### src/rtl/cpu_pkg.sv
// cpu_pkg: core-wide widths and the sequential PC increment shared by fetch and PC_handler.
package cpu_pkg;
    localparam int INST_ADDR_WIDTH = 32;
    localparam int INST_WIDTH      = 32;
    localparam int PC_INC          = 4;
endpackage

### src/rtl/fetch_entry_ram.sv
// fetch_entry_ram: fetch queue storage, PC written on issue, instruction written on return.
module fetch_entry_ram #(
    parameter int INST_ADDR_WIDTH = cpu_pkg::INST_ADDR_WIDTH,
    parameter int INST_WIDTH      = cpu_pkg::INST_WIDTH,
    parameter int DEPTH           = 4
) (
    input  logic                       clk,
    input  logic                       rst_n,
    input  logic                       alloc_en,
    input  logic [$clog2(DEPTH)-1:0]   alloc_idx,
    input  logic [INST_ADDR_WIDTH-1:0] alloc_pc,
    input  logic                       fill_en,
    input  logic [$clog2(DEPTH)-1:0]   fill_idx,
    input  logic [INST_WIDTH-1:0]      fill_inst,
    input  logic [$clog2(DEPTH)-1:0]   rd_idx,
    output logic [INST_ADDR_WIDTH-1:0] rd_pc,
    output logic [INST_WIDTH-1:0]      rd_inst
);
    logic [INST_ADDR_WIDTH-1:0] pc_mem   [DEPTH];
    logic [INST_WIDTH-1:0]      inst_mem [DEPTH];

    always_ff @(posedge clk) begin
        if (!rst_n) begin
            for (int i = 0; i < DEPTH; i++) begin
                pc_mem[i]   <= '0;
                inst_mem[i] <= '0;
            end
        end else begin
            if (alloc_en) pc_mem[alloc_idx] <= alloc_pc;
            if (fill_en) inst_mem[fill_idx] <= fill_inst;
        end
    end

    assign rd_pc   = pc_mem[rd_idx];
    assign rd_inst = inst_mem[rd_idx];
endmodule

### src/rtl/inst_fetch_queue.sv
// inst_fetch_queue: issues PC fetches to instruction memory, tracks variable-latency returns,
// and presents them in order to decode; wrong-path returns after a flush are counted and dropped.
module inst_fetch_queue #(
    parameter int INST_ADDR_WIDTH = cpu_pkg::INST_ADDR_WIDTH,
    parameter int INST_WIDTH      = cpu_pkg::INST_WIDTH,
    parameter int DEPTH           = 4
) (
    input  logic                       clk,
    input  logic                       rst_n,
    input  logic [INST_ADDR_WIDTH-1:0] PC,
    input  logic                       inst_request_core2mem,
    input  logic                       flush,
    output logic [INST_ADDR_WIDTH-1:0] IF_PC_plus_4,
    output logic                       stall_PC,
    output logic                       imem_req_valid,
    input  logic                       imem_req_ready,
    output logic [INST_ADDR_WIDTH-1:0] imem_req_addr,
    input  logic                       imem_rsp_valid,
    input  logic [INST_WIDTH-1:0]      imem_rsp_data,
    output logic                       ID_valid,
    input  logic                       ID_ready,
    output logic [INST_WIDTH-1:0]      ID_inst,
    output logic [INST_ADDR_WIDTH-1:0] ID_PC
);
    localparam int IW = $clog2(DEPTH);
    localparam int PW = IW + 1;
    localparam logic [PW:0] DEPTH_LIM = (PW+1)'(DEPTH);

    logic [PW-1:0] alloc_ptr, fill_ptr, rd_ptr, drop_cnt, in_flight;
    logic [PW:0]   occupancy;
    logic          space, accept, rsp_drop, rsp_fill, pop;

    assign in_flight = alloc_ptr - fill_ptr;
    assign occupancy = {1'b0, alloc_ptr - rd_ptr} + {1'b0, drop_cnt};
    assign space     = occupancy < DEPTH_LIM;

    assign IF_PC_plus_4   = PC + INST_ADDR_WIDTH'(cpu_pkg::PC_INC);
    assign imem_req_addr  = PC;
    assign imem_req_valid = inst_request_core2mem & ~flush & space;
    assign accept         = imem_req_valid & imem_req_ready;
    assign stall_PC       = inst_request_core2mem & ~flush & ~accept;

    // A response with nothing outstanding and nothing to drop is a protocol error and is ignored.
    assign rsp_drop = imem_rsp_valid & (drop_cnt != '0);
    assign rsp_fill = imem_rsp_valid & (drop_cnt == '0) & (in_flight != '0);
    assign ID_valid = fill_ptr != rd_ptr;
    assign pop      = ID_valid & ID_ready;

    always_ff @(posedge clk) begin
        if (!rst_n) begin
            alloc_ptr <= '0;
            fill_ptr  <= '0;
            rd_ptr    <= '0;
            drop_cnt  <= '0;
        end else if (flush) begin
            alloc_ptr <= '0;
            fill_ptr  <= '0;
            rd_ptr    <= '0;
            drop_cnt  <= drop_cnt + in_flight - PW'(rsp_drop | rsp_fill);
        end else begin
            alloc_ptr <= alloc_ptr + PW'(accept);
            fill_ptr  <= fill_ptr + PW'(rsp_fill);
            rd_ptr    <= rd_ptr + PW'(pop);
            drop_cnt  <= drop_cnt - PW'(rsp_drop);
        end
    end

    fetch_entry_ram #(
        .INST_ADDR_WIDTH(INST_ADDR_WIDTH),
        .INST_WIDTH(INST_WIDTH),
        .DEPTH(DEPTH)
    ) u_ram (
        .clk(clk),
        .rst_n(rst_n),
        .alloc_en(accept),
        .alloc_idx(alloc_ptr[IW-1:0]),
        .alloc_pc(PC),
        .fill_en(rsp_fill & ~flush),
        .fill_idx(fill_ptr[IW-1:0]),
        .fill_inst(imem_rsp_data),
        .rd_idx(rd_ptr[IW-1:0]),
        .rd_pc(ID_PC),
        .rd_inst(ID_inst)
    );
endmodule

### config.mk
export PLATFORM = sky130hd
export DESIGN_NAME = inst_fetch_queue
export DESIGN_NICKNAME = d
export VERILOG_FILES = /design/src/rtl/cpu_pkg.sv /design/src/rtl/fetch_entry_ram.sv /design/src/rtl/inst_fetch_queue.sv
export SDC_FILE = /design/constraint.sdc
export NUM_CORES = 1
export LEC_CHECK = 0
export CORE_ASPECT_RATIO = 0.8
export CORE_MARGIN = 3
export CORE_UTILIZATION = 49
export DETAILED_ROUTE_END_ITERATION = 8
export PLACE_DENSITY = 0.86
export SYNTH_ARGS = -nofsm -noshare
export SYNTH_HDL_FRONTEND = slang
export SYNTH_SLANG_ARGS = --single-unit
### constraint.sdc
create_clock -name clk -period 5.05 [get_ports clk]
set_input_delay 1.515 -clock clk [delete_from_list [all_inputs] [get_ports clk]]
set_output_delay 1.515 -clock clk [all_outputs]
set_load 0.005 [all_outputs]
After elaboration in Yosys (flattened, before gate mapping)
Memory sizes are Yosys's and may differ from the RTL's. A register that Yosys moved wholly into a read port is not among the register bits.
Cells that the tools add are included.
Word-level totals
  register bits after elaboration: 12
  latch bits: 0
  memory bits (writable): 256
  memory bits (read-only): 0
  logic and storage cells: 53
  memories: 2
Operators by class
  add/subtract/negate cells: 10
  multiply operators: 0
  divide/modulo/power cells: 0
  magnitude comparators: 1
  eq/ne operators: 1
  shift operators: 0
  mux-type cells: 16
  bitwise gates (word level): 13
  reductions and logical operators: 6
Memory list
  u_ram.inst_mem: words 4, bits a word 32, read ports 1, clocked after Yosys merged registers in 1, write ports 4, RTL line fetch_entry_ram.sv:20  | logic [INST_WIDTH-1:0] inst_mem [DEPTH];
  u_ram.pc_mem: words 4, bits a word 32, read ports 1, clocked after Yosys merged registers in 1, write ports 4, RTL line fetch_entry_ram.sv:19  | logic [INST_ADDR_WIDTH-1:0] pc_mem [DEPTH];
Operators by type and width (count)
  2-to-1 mux 32 bit: 2
  OR reduction 32 bit: 2
  adder 32 x 3 -> 32 bit, second input constant: 1
  adder 3 x 1 -> 3 bit: 3
  bitwise AND 1 bit: 9
  2-to-1 mux 1 bit: 9
  2-to-1 mux 2 bit: 4
  nonzero test 3 bit: 2
  subtractor 3 x 1 -> 3 bit: 2
  subtractor 3 bit: 2
  adder 3 x 3 -> 4 bit: 1
  < comparator 4 x 3 -> 1 bit, second input constant: 1
  adder 3 bit: 1
  logical NOT 3 bit: 1
  2-to-1 mux 3 bit: 1
  != test 3 bit: 1
  inverter 1 bit: 3
  OR reduction 2 bit: 1
  bitwise OR 1 bit: 1

Logic depth before layout (Yosys ltp)
  depth in word-level cells: 10
  gate-level depth with buffers: 14
  gate-level depth less buffers: 13

Modules after synthesis
A second synthesis with hierarchy kept.
Unflattened totals
  cell total of the unflattened synthesis: 850
  area total of the unflattened synthesis: 12899.9 µm²
Modules (own cells, without submodules)
  fetch_entry_ram: instances 1, cells each 646, area each 11209.5 µm², sequential area each 7687.4 µm²
  inst_fetch_queue: instances 1, cells each 204, area each 1690.4 µm², sequential area each 240.2 µm²

Least setup slack after synthesis
No wires, ideal clock.
  path type: input -> register
  start: in imem_rsp_valid
  end: mem u_ram.inst_mem[3][0], enable pin
  data arrival time: 4.712 ns
  data required time: 4.580 ns
  path slack: -0.131 ns
  stages: 3
  path buffers: 0
  path through: or4b_4 a31o_2 o31ai_1
RTL lines
  start, declared: RTL line inst_fetch_queue.sv:18  | input logic imem_rsp_valid,
  end, declared: RTL line fetch_entry_ram.sv:20

Worst setup path in the final report
  start: in PC[5]
  end: out IF_PC_plus_4[31]
On the way
  longest elaborated chain between the ends: 1
Ends and longest elaborated chain
  start, declared: RTL line inst_fetch_queue.sv:10  | input logic [INST_ADDR_WIDTH-1:0] PC,
  adder 32 x 3 -> 32 bit: RTL line inst_fetch_queue.sv:37  | assign IF_PC_plus_4 = PC + INST_ADDR_WIDTH'(cpu_pkg::PC_INC);
  end, declared: RTL line inst_fetch_queue.sv:13  | output logic [INST_ADDR_WIDTH-1:0] IF_PC_plus_4,
No other way between the ends.

==> results.txt <==
The number of global-route vias before repair came out at 8085. The number of warnings issued by yosys came out at 0. Walking the worst path, the cells encountered are clkdlybuf4s50_1, buf_6, nand4_1, nor4_2, buf_4, buf_4, buf_4, nand4_1, xnor2_1, buf_2. For this run, design rule violations remaining after detail routing come to 0.

The worst min-delay path class is reg -> reg. The net count of the finished layout is 1137. The number of enable flip-flop cells after synthesis came out at 256. The count of state elements after synthesis came out at 268. The number of standard-cell rows in the floorplan is 52. The count of pins on the block boundary is 202. The startpoint identified for the worst hold timing path is alloc_ptr[2]. In the final routed layout, each cell accounts on average for 20.6 µm. The starting utilization of the core area is 0.502. The maximum clock frequency came out at 201 MHz. The average cell area after synthesis is 15.3 µm².

The final period demand of the worst path came out at 4.98 ns. By startpoint and endpoint, the worst setup path is classified as in -> out. The startpoint type of the worst setup path is a primary input. Including well taps, the total number of placed cells is 1361. The number of distinct standard cells referenced by the synthesized netlist came out at 41. The flow ran to the end, and the final reports show no timing, DRC or antenna violations. The clock skew after layout is 0.0111 ns.

The die is 187 µm wide. The share of flip-flops with an asynchronous set or reset came out at 0. The number of nets in the synthesized netlist is 928.

The post-route fraction of the period consumed by the critical path is 0.986. The number of violations reported at the end of detailed-routing iteration 0 is 511. The share of synthesized area in the top cell type comes to 0.600. Summed over all instances, the cell type with the most area after synthesis is sky130_fd_sc_hd__edfxtp_1. The placed standard-cell area came out at 15200 µm². In this run the critical register-to-register path is captured at u_ram.pc_mem[0][7]. The slowest stage of the critical path belongs to the cell sky130_fd_sc_hd__clkdlybuf4s50_1.

The clock edge transition at the registers on the reported setup and hold paths is 0.06 ns. For this run, the total global-route usage over all layers was measured as 0.207. VDD sags by at most 254 µV. The share of cells above drive strength 1 is 0.186.

Counting both buffers and inverters, the worst setup path holds a total of 6. The clock reaches the later pin of the worst-skew pair after 0.52 ns. The number of buffers created by CTS came out at 27. The clock root buffer is sky130_fd_sc_hd__clkbuf_16.

The number of buffers inserted by hold repair at cts came out at 0. Of the synthesized area, sequential elements account for 0.619. The post-synthesis instance area came out at 12800 µm². The count of max-cap constraint violations is 0.

The chip height is 151 µm. The via count of the routed design came out at 7558. Among all flip-flop cells after synthesis, the most frequent one is sky130_fd_sc_hd__edfxtp_1.

The area growth from synthesis to layout came out at 26.5%. The per-cell via count in the routed design is 5.34. The origin of the worst setup path is PC[5]. The leakage power figure is 6.13 nW.

The termination of the worst setup path is IF_PC_plus_4[31]. The floorplan step defined a die boundary enclosing 28100 µm². The logic depth of the worst setup path including buffers came out at 10. The depth of the most critical reg-to-reg path is 13.

The count of buffers from port buffering is 201. The required time reported for the critical path endpoint is 3.54 ns. The gate family responsible for the most delay along the worst path is buffers and inverters. The total inserted antenna cells came out at 0. The longest individual stage delay on the worst path is 0.47 ns. The utilization after layout is 0.635. The total congestion overflow is 0. The worst-path maximum fanout is 8. The maximum root-to-sink buffer count came out at 3. The number of hold violations in the final report came to 0. The CTS tree is done. The launch point of the worst reg-to-reg path is alloc_ptr[0]. The HPWL after detailed placement is 18000 µm. The number of instances in the synthesized netlist is 838. The count of cells in the finished layout, fillers not included, comes to 1415. For flop-to-flop paths, the worst setup slack is 1.01 ns. The first global-routing pass estimated 45600 µm of wire. STA classifies the critical path endpoint as an output port.

The area of the core region came out at 25500 µm². By area the synthesized netlist is led by sky130_fd_sc_hd__edfxtp_1 60%, sky130_fd_sc_hd__and2_1 11%, sky130_fd_sc_hd__mux4_2 11%. The number of detailed-route iterations in the first pass came out at 5. The area of all placed cells without fillers came out at 16200 µm². The power density of the placed cells came out at 320 nW/µm². The sum of routed wire length over all layers came out at 29200 µm. The total count of max-transition violations in the final report is 0. The initial antenna violation count came out at 2.

The max-slew headroom at the worst pin is 0.322. Entering global routing, the biggest net connects 67 pins. Data on the critical path arrives at its endpoint at 3.46 ns. The slew at the pin closest to its max-slew limit came out at 1.02 ns. Setup repair after global routing could not meet its margin everywhere.

The H-tree depth is 1. Setup violations remaining at the end of the flow were counted as 0. The number of routed nets with antenna violations is 0. The number of clock sinks seen by CTS came out at 268.

The weighted congestion at the end of routability-driven global placement came out at 0.819. The cell with the most instances on the worst path is sky130_fd_sc_hd__buf_4.
[how the worst min path moves through the flow]
stage | end | slack (ns) | depth (start not counted)
final | alloc_ptr[2] | 0.57 | 2
after global routing | alloc_ptr[2] | 0.63 | 2
after CTS | rd_ptr[2] | 0.58 | 2
after detailed placement | rd_ptr[2] | 0.56 | 2
after global placement | alloc_ptr[2] | 0.55 | 2
after floorplan | alloc_ptr[2] | 0.52 | 2
[kinds of logic after synthesis]
logic type	count (synthesis)	synth area share
adder cells (fa/ha/maj)	19	0.0203
AO/OA/AOI/OAI	8	0.00557
multiplexers	64	0.113
buffers and inverters	97	0.0436
flip-flops	268	0.619
XOR/XNOR	41	0.0292
AND/OR/NAND/NOR	341	0.170
[flip-flops by register name (all words and copies together) (netlist names)]
signal	cells
rd_ptr	3
u_ram.pc_mem	128
fill_ptr	3
u_ram.inst_mem	128
drop_cnt	3
alloc_ptr	3
[metrics by stage]
stage	setup WS, ns	hold WS [ns]	setup TNS, ns	power, mW
global placement	-0.206	0.548	-1.96	3.14
global route	-0.0579	0.630	-0.0579	5.36
floorplan	0.218	0.518	0	2.88
CTS	0.00769	0.578	0	5.22
detailed placement	-0.303	0.565	-2.87	3.17
finish	0.0714	0.572	0	5.18
[where the power goes]
group | leakage [nW] | switching [mW] | internal, mW | total (mW)
registers | 2.74 | 0.0385 | 2.53 | 2.57
logic | 2.94 | 0.260 | 0.293 | 0.552
clock network | 0.451 | 0.804 | 1.26 | 2.07
total | 6.13 | 1.10 | 4.08 | 5.18
[layer usage]
metal | track usage | wire, µm | vias to the layer above
met3 | 0.0321 | 1840 | 47
met5 | 0 | 13 | -
met2 | 0.353 | 14400 | 271
met4 | 0.0525 | 619 | 2
li1 | - | - | 3458
met1 | 0.283 | 12300 | 3780
[cell usage in the layout, fill, tap and decap left out, drive strengths merged, types with 4 or more instances in the layout]
cell / synthesis / layout
edfxtp: 256 / 256
and2: 233 / 233
xor2: 11 / 11
dlymetal6s2s: 0 / 5
nor2: 8 / 8
mux4: 64 / 64
buf: 48 / 65
clkbuf: 36 / 37
bufinv: 0 / 5
dfxtp: 12 / 12
ha: 16 / 16
clkdlybuf4s50: 0 / 175
and3: 39 / 39
inv: 13 / 14
xnor2: 29 / 29
nor4b: 4 / 4
nand4: 9 / 9
clkinv: 0 / 6
nand2b: 7 / 7
nand2: 11 / 11
nand3: 16 / 16
dlygate4sd2: 0 / 14
[worst register-to-register path, cell delays in order, from the launching register on]
cell and delay [ns]:
sky130_fd_sc_hd__dfxtp_1 0.35, sky130_fd_sc_hd__inv_2 0.08, sky130_fd_sc_hd__ha_1 0.15, sky130_fd_sc_hd__inv_1 0.06, sky130_fd_sc_hd__fa_2 0.36, sky130_fd_sc_hd__xor2_1 0.16
sky130_fd_sc_hd__xnor2_1 0.24, sky130_fd_sc_hd__ha_1 0.28, sky130_fd_sc_hd__or4b_4 0.51, sky130_fd_sc_hd__nor4b_4 0.24, sky130_fd_sc_hd__buf_4 0.41, sky130_fd_sc_hd__and4_4 0.29
sky130_fd_sc_hd__nand2b_1 0.10, sky130_fd_sc_hd__buf_4 0.44
[synth_stat cells (3+ instances only)]
cell                       count
sky130_fd_sc_hd__buf_4        37
sky130_fd_sc_hd__nand4_1       9
sky130_fd_sc_hd__ha_1         16
sky130_fd_sc_hd__buf_2         5
sky130_fd_sc_hd__and3_1       39
sky130_fd_sc_hd__fa_1          3
sky130_fd_sc_hd__xor2_1       11
sky130_fd_sc_hd__mux4_2       64
sky130_fd_sc_hd__inv_1        13
sky130_fd_sc_hd__clkbuf_2      3
sky130_fd_sc_hd__nand3_1      16
sky130_fd_sc_hd__and2_1      233
sky130_fd_sc_hd__nand2b_1      7
sky130_fd_sc_hd__edfxtp_1    256
sky130_fd_sc_hd__clkbuf_1     33
sky130_fd_sc_hd__xnor2_1      29
sky130_fd_sc_hd__buf_6         6
sky130_fd_sc_hd__dfxtp_1      12
sky130_fd_sc_hd__nand2_1      11
sky130_fd_sc_hd__nor2_1        8
sky130_fd_sc_hd__o21ai_0       3
[timing repair]
| item | 4_1_cts | 5_1_grt |
|---|---|---|
| setup endpoints to repair | 19 | 9 |
| resized for setup | 28 | 17 |
| pin swaps | 6 | 7 |
| buffers inserted | 7 | 1 |
| hold endpoints to repair | 0 | 0 |
[final cells by class]
class	instances	area (µm²)
inverters	13	48.8
repair buffers	264	2490
well taps	351	439
fillers	1815	9310
multi-input cells	473	4380
flip-flops and latches	268	7940
clock buffers	34	722
clock inverters	12	190
No activity file was read; power rests on OpenSTA's default activity.
